$ cat src/rtl/mix_up_pro.sv
// mix_up_pro: I/Q digital upconverter, DAC_DAT = round(I*cos - Q*sin) driven by a 32-bit NCO.
// Define UPMIX_SAT_EN to clamp out-of-range results; by default they wrap to 16 bits.
module mix_up_pro (
    input  logic               CLK,
    input  logic               RST,
    input  logic               EN,
    input  logic               PHASE_CLR,
    input  logic        [31:0] PHI_INC,
    input  logic               BB_VALID,
    input  logic signed [15:0] BB_DATI,
    input  logic signed [15:0] BB_DATQ,
    output logic signed [15:0] DAC_DAT,
    output logic               DAC_VALID,
    output logic               OVF
);
    // Quarter-wave table: round(32767*sin(2*pi*k/256)) for k = 0..64.
    localparam logic [15:0] QTAB [0:64] = '{
        16'd0,     16'd804,   16'd1608,  16'd2410,  16'd3212,  16'd4011,  16'd4808,  16'd5602,
        16'd6393,  16'd7179,  16'd7962,  16'd8739,  16'd9512,  16'd10278, 16'd11039, 16'd11793,
        16'd12539, 16'd13279, 16'd14010, 16'd14732, 16'd15446, 16'd16151, 16'd16846, 16'd17530,
        16'd18204, 16'd18868, 16'd19519, 16'd20159, 16'd20787, 16'd21403, 16'd22005, 16'd22594,
        16'd23170, 16'd23731, 16'd24279, 16'd24811, 16'd25329, 16'd25832, 16'd26319, 16'd26790,
        16'd27245, 16'd27683, 16'd28105, 16'd28510, 16'd28898, 16'd29268, 16'd29621, 16'd29956,
        16'd30273, 16'd30571, 16'd30852, 16'd31113, 16'd31356, 16'd31580, 16'd31785, 16'd31971,
        16'd32137, 16'd32285, 16'd32412, 16'd32521, 16'd32609, 16'd32678, 16'd32728, 16'd32757,
        16'd32767
    };

    logic        [31:0] ph;
    logic signed [15:0] hi, hq;
    logic        [7:0]  idx;
    logic        [15:0] t_fwd, t_rev;
    logic signed [15:0] cos_c, sin_c;

    logic signed [15:0] cos1, sin1, hi1, hq1;
    logic signed [31:0] pi2, pq2;
    logic signed [32:0] d3;
    logic signed [17:0] r4;
    logic               v1, v2, v3, v4;
    logic signed [15:0] lim;
    logic               out_of_range;

    always_ff @(posedge CLK or posedge RST) begin
        if (RST) begin
            ph <= '0;
            hi <= '0;
            hq <= '0;
        end else begin
            if (PHASE_CLR)
                ph <= '0;
            else if (EN)
                ph <= ph + PHI_INC;
            if (BB_VALID) begin
                hi <= BB_DATI;
                hq <= BB_DATQ;
            end
        end
    end

    assign idx   = ph[31:24];
    assign t_fwd = QTAB[{1'b0, idx[5:0]}];
    assign t_rev = QTAB[7'd64 - {1'b0, idx[5:0]}];

    // Quadrant folding of the quarter-wave table into full-period sin/cos.
    always_comb begin
        sin_c = $signed(t_fwd);
        cos_c = $signed(t_rev);
        case (idx[7:6])
            2'd0: begin sin_c =  $signed(t_fwd); cos_c =  $signed(t_rev); end
            2'd1: begin sin_c =  $signed(t_rev); cos_c = -$signed(t_fwd); end
            2'd2: begin sin_c = -$signed(t_fwd); cos_c = -$signed(t_rev); end
            default: begin sin_c = -$signed(t_rev); cos_c = $signed(t_fwd); end
        endcase
    end

    always_ff @(posedge CLK or posedge RST) begin
        if (RST) begin
            cos1 <= '0; sin1 <= '0; hi1 <= '0; hq1 <= '0; v1 <= 1'b0;
            pi2  <= '0; pq2  <= '0; v2  <= 1'b0;
            d3   <= '0; v3   <= 1'b0;
            r4   <= '0; v4   <= 1'b0;
        end else begin
            cos1 <= cos_c;
            sin1 <= sin_c;
            hi1  <= hi;
            hq1  <= hq;
            v1   <= EN;
            pi2  <= 32'(hi1) * 32'(cos1);
            pq2  <= 32'(hq1) * 32'(sin1);
            v2   <= v1;
            d3   <= 33'(pi2) - 33'(pq2);
            v3   <= v2;
            // Round half up, then drop the Q15 fraction.
            r4   <= 18'((d3 + 33'sd16384) >>> 15);
            v4   <= v3;
        end
    end

    assign out_of_range = (r4 > 18'sd32767) || (r4 < -18'sd32768);

`ifdef UPMIX_SAT_EN
    always_comb begin
        lim = r4[15:0];
        if (r4 > 18'sd32767)
            lim = 16'sh7fff;
        else if (r4 < -18'sd32768)
            lim = 16'sh8000;
    end
`else
    assign lim = r4[15:0];
`endif

    always_ff @(posedge CLK or posedge RST) begin
        if (RST) begin
            DAC_DAT   <= '0;
            DAC_VALID <= 1'b0;
            OVF       <= 1'b0;
        end else begin
            DAC_DAT   <= v4 ? lim : '0;
            DAC_VALID <= v4;
            OVF       <= v4 & out_of_range;
        end
    end
endmodule

$ cat config.mk
export PLATFORM = sky130hd
export DESIGN_NAME = mix_up_pro
export DESIGN_NICKNAME = d
export VERILOG_FILES = /design/src/rtl/mix_up_pro.sv
export SDC_FILE = /design/constraint.sdc
export NUM_CORES = 2
export LEC_CHECK = 0
export BUFFER_PORTS_ARGS = -buffer_cell sky130_fd_sc_hd__buf_2
export CORE_ASPECT_RATIO = 1.5
export CORE_MARGIN = 2
export CORE_UTILIZATION = 59
export DETAILED_ROUTE_END_ITERATION = 6
export GPL_TIMING_DRIVEN = 0
export PLACE_DENSITY = 0.79
export SLEW_MARGIN = 20
export SYNTH_ARGS = -nofsm -noshare
export SYNTH_HDL_FRONTEND = slang
export SYNTH_SLANG_ARGS = --single-unit
$ cat constraint.sdc
create_clock -name CLK -period 8.24 [get_ports CLK]
set_input_delay 1.648 -clock CLK [delete_from_list [all_inputs] [get_ports CLK]]
set_output_delay 1.648 -clock CLK [all_outputs]
set_load 0.005 [all_outputs]
* Word level (Yosys, flattened, before mapping)
Memory sizes are Yosys's and may differ from the RTL's.
Cells that the tools add are included.
** Word-level totals
- Memories kept :: 2
- Memory bits (read-only) :: 4096
- Input port bits :: 69
- Logic and storage cells :: 49
- Bits in registers :: 265
- Output and inout port bits :: 18
** Operators by class
- Add/sub/neg operators :: 6
- Bitwise gates (word level) :: 3
- Order comparisons :: 4
- Reduce and logical (&&, ||, !) cells :: 3
- Multiply operators :: 2
- Equality and inequality tests :: 2
- Multiplexer cells :: 9
** Memories
- (name not given) :: depth 128, width 16, rd ports 1, clocked after memory_dff 0, wr ports 0, RTL line 62 : assign t_rev = QTAB[7'd64 - {1'b0, idx[5:0]}];
- (name not given) :: depth 128, width 16, rd ports 1, clocked after memory_dff 0, wr ports 0, RTL line 61 : assign t_fwd = QTAB[{1'b0, idx[5:0]}];
** Operators by type and width (count)
- case mux 16 bit (3 select lines) :: 2
- two-way mux 16 bit :: 5
- multiplier 16 x 16 -> 32 bit :: 2
- two-way mux 32 bit :: 2
- adder 33 x 16 -> 33 bit (second input constant) :: 1
- subtractor 32 x 32 -> 33 bit :: 1
- adder 32 bit :: 1
- negator 16 bit :: 2
- greater-than comparator 18 x 16 -> 1 bit (second input constant) :: 1
- less-than comparator 18 x 16 -> 1 bit (second input constant) :: 1
- greater-or-equal comparator 8 bit (second input constant) :: 2
- inverter 6 -> 8 bit :: 1
- inverter 7 -> 8 bit :: 1
- subtractor 7 x 6 -> 7 bit (first input constant) :: 1
- equality test 2 x 1 -> 1 bit (second input constant) :: 1
- equality test 2 bit (second input constant) :: 1
- zero test 2 bit :: 1
- nonzero test 2 bit :: 1
- AND 1 bit :: 1
- logical OR 1 bit :: 1

* Depth between registers and ports, before layout
- Depth after elaboration :: 7
- Mapped depth :: 25
- Gate-level depth less buffers :: 24

* Worst setup path after synthesis
No wires, ideal clock.
- Path kind :: register to register
- Start :: reg hi1[15]
- End :: reg pi2[31]
- Stages on the path, launching flop included :: 22
- Clock period less this slack :: 5.980 ns
- Path slack :: 2.260 ns
- Data arrival time :: 5.855 ns
- Data required time :: 8.115 ns
- Path buffers :: 2
- Setup time :: 0.125 ns
- Path through :: dfrtp_1 > clkbuf_1 > nand2_1 > inv_1 > fa_1 > fa_1 > fa_1 > fa_1 > fa_1 > inv_1 > fa_1 > inv_1 > ha_1 > clkbuf_1 > nand2_1 > nor3_1 > o21ai_0 > a31o_2 > a21oi_1 > o21a_1 > nor2_1 > xnor2_1
** Between the ends
- Word-level cells in the longest chain between the ends :: 1
** RTL lines
- start, declared :: RTL line 35 : logic signed [15:0] cos1, sin1, hi1, hq1;
- start signal, assigned :: RTL line 85 : hi1 <= hi;
- multiplier 16 x 16 -> 32 bit :: RTL line 88 : pi2 <= 32'(hi1) * 32'(cos1);
- end signal, assigned :: RTL line 88
- end, declared :: RTL line 36 : logic signed [31:0] pi2, pq2;
No other way between the ends.
A chain may end at the register's enable or synchronous reset.

* Worst setup path in the final report
- Start :: reg cos1[7]
- End :: reg pi2[31]
** Between the ends
- Word-level cells in the longest chain between the ends :: 1
** RTL lines
- start, declared :: RTL line 35
- start signal, assigned :: RTL line 83 : cos1 <= cos_c;
- multiplier 16 x 16 -> 32 bit :: RTL line 88
No other way between the ends.

==> reports/qor.txt <==
post-synthesis cell type count -> 94
DRT iter0 DRCs -> 1,933
buffers added on ports -> 85
Post-Route WL -> 95,200 um
Die Ht -> 300 um
Clock transition at path regs -> 0.07 ns
Die Footprint -> 0.0604 mm^2
WP data required -> 8.68 ns
Worst Tran Pin Value -> 1.13 ns
Crit-path slowest cell -> dfrtp_1
row cnt -> 108
fmax -> 132 MHz
I/O Pins -> 87
vias per cell -> 5.88
CTS resizes -> 0
H-tree levels -> 1
post-synthesis register bit count -> 251
crit end category -> register
cell mode on critical path -> fa_1
GRT overflow -> 0
max_slew headroom -> 0.246
hold_buf cts -> 0
vias in the first global route -> 29,200
largest net degree at the start of global routing -> 38
cts bufs inserted -> 29
area grow syn2layout -> 7.63%
initial antenna violation count -> 4
crit path cell chain -> clkbuf_1 -> nand2_1 -> fa_1 -> inv_1 -> fa_1 -> inv_1 -> fa_1 -> inv_1 -> fa_1 -> fa_1 -> inv_1 -> fa_1 -> inv_1 -> ha_1 -> nand4_1 -> nor2_1 -> nor2_1 -> nor4_1 -> o21ai_0 -> a31o_2 -> a21oi_1 -> o21a_1 -> nor2_1 -> xnor2_1
RSZ-0062 raised after global routing -> false
GPL Wtd Cong -> 0.997
first-pass GRT wire length -> 154,000 um
DR WL/cell -> 20.7 um
share of layout cells above drive strength 1 -> 0.0729
Setup Total Neg Slack -> 0 ns
Synth Net Count -> 4,525
CTS sink cnt -> 251
number of max-cap violations -> 0
Final HPWL DP -> 77,100 um
clock root buffer -> clkbuf_16
Post-CTS Setup Bufs -> 0
crit path time final -> 7.60 ns
Clock Latency Late Sink -> 0.62 ns
reg-to-reg slack, setup -> 0.64 ns
final setup violation count -> 0
Hold Crit Class -> register to register
mapped cell area -> 0.0345 mm^2
Worst Setup Start Kind -> register
min-delay src -> v1$_DFF_PP0_
WP buf/inv -> 6
Vias -> 27,100
worst-path maximum fanout -> 10
slowest cell delay on critical path -> 0.70 ns
worst r2r dst -> pi2[31]$_DFF_PP0_
clock skew -> 0.0188 ns
hold path depth -> 0
reg2reg path depth -> 24
Slew Limit Fails -> 0
Die Wd -> 201 um
Arr. time, crit path -> 8.04 ns
DRT antenna net count -> 0
part of the cycle the worst path needs -> 0.923
status -> complete, no violations
ys flop type -> dfrtp_1
register area share after synthesis -> 0.182
core region area -> 0.0578 mm^2
Hold EP -> v2$_DFF_PP0_
GRT Util Overall -> 0.328
most common cell after layout, fill and taps aside -> inv_1
most frequent cells in the layout -> inv_1 (619), fa_1 (525), nand2_1 (356)
CTS tree -> yes
DRT Pass-1 Iters -> 6
drt drc -> 0
CP delay by family, top -> adder cells
critical register-to-register path startpoint -> cos1[7]$_DFF_PP0_
clock buffer depth -> 3
final-report hold violation count -> 0
Post-synth ARST share -> 1.00
Syn Inst Count -> 3,678
number of synthesized flops with an enable pin -> 0
syn_area_per_cell -> 9.37 um^2
yosys warns -> 0
initial core utilization -> 0.596
Final nets -> 4,649
CP Class -> register to register
==> cell type report <==
type,instances,area [um^2]
flip-flops and latches,251,6280
clock inverters,15,221
diodes,2,5.00
plain buffers,162,688
fillers,4869,20800
multi-input cells,2639,25100
inverters,626,2350
clock buffers,39,833
repair buffers,93,601
well taps,770,963
==> worst register-to-register path: cells and delay by family, from the launching register on <==
family                   cells  cell delay [ns]
AO/OA/AOI/OAI                4             0.85
adder cells (fa/ha/maj)      7             3.52
XOR/XNOR                     1             0.49
flip-flops                   1             0.70
AND/OR/NAND/NOR              6             1.13
buffers and inverters        6             0.74
==> kinds of logic (layout without fill, tap and decap cells) <==
group                    count (synthesis)  in the layout  share of synthesized area
buffers and inverters                  788            935                     0.0882
multiplexers                           101            101                     0.0362
AO/OA/AOI/OAI                          536            536                      0.103
adder cells (fa/ha/maj)                778            778                      0.397
other                                    0              2                          0
XOR/XNOR                               140            140                     0.0366
flip-flops                             251            251                      0.182
AND/OR/NAND/NOR                       1084           1084                      0.157
==> state kept, by name, summed over array words and instances, names as in the netlist <==
signal / cells
v4: 1
ph: 32
cos1: 16
OVF: 1
hq1: 16
r4: 18
v3: 1
hi1: 16
v2: 1
d3: 19
pi2: 32
sin1: 16
hq: 16
DAC_DAT: 16
pq2: 32
v1: 1
DAC_VALID: 1
hi: 16
==> cell usage after synthesis (38+ instances only) <==
master | n | area share
inv_1 | 620 | 0.068
fa_1 | 525 | 0.31
nand2_1 | 356 | 0.039
and2_1 | 269 | 0.049
ha_1 | 253 | 0.092
dfrtp_1 | 251 | 0.18
nor2_1 | 207 | 0.023
a21oi_1 | 141 | 0.020
clkbuf_1 | 114 | 0.012
xnor2_1 | 103 | 0.026
o21ai_0 | 99 | 0.014
nand3_1 | 51 | 0.0074
mux2i_1 | 48 | 0.014
a21o_1 | 46 | 0.010
nor3_1 | 41 | 0.0060
mux2_2 | 38 | 0.012
==> per-layer routing <==
metal	track usage	wire, um	vias up
li1	-	-	12000
met1	0.366	33000	13400
met2	0.581	47500	1234
met3	0.0370	6130	433
met4	0.241	8530	4
met5	0	24	-
==> how the worst max path moves through the flow <==
stage	start	to	slack, ns	depth (start not counted)
after CTS	cos1[7]$_DFF_PP0_	pi2[31]$_DFF_PP0_	0.78	24
final	cos1[7]$_DFF_PP0_	pi2[31]$_DFF_PP0_	0.64	24
after floorplan	hi1[15]$_DFF_PP0_	pi2[31]$_DFF_PP0_	2.26	21
after global placement	cos1[1]$_DFF_PP0_	pi2[31]$_DFF_PP0_	0.90	21
after global routing	cos1[7]$_DFF_PP0_	pi2[31]$_DFF_PP0_	0.29	24
after detailed placement	cos1[7]$_DFF_PP0_	pi2[31]$_DFF_PP0_	0.79	24
==> through the flow <==
stage,instances,util,cell area [um^2],setup WS (ns),hold WS (ns)
4_1_cts,4595,0.641,37100,0.781,0.358
5_1_grt,4595,0.641,37100,0.290,0.363
3_5_place_dp,4541,0.623,36000,0.794,0.337
6_report,4597,0.641,37100,0.636,0.353
3_3_place_gp,4533,0.620,35800,0.897,0.334
2_1_floorplan,3678,-,34500,2.26,0.331
Power is left out: the tool's default activity adds up to more than one toggle a clock period on the data nets, which glitch-free logic cannot reach.
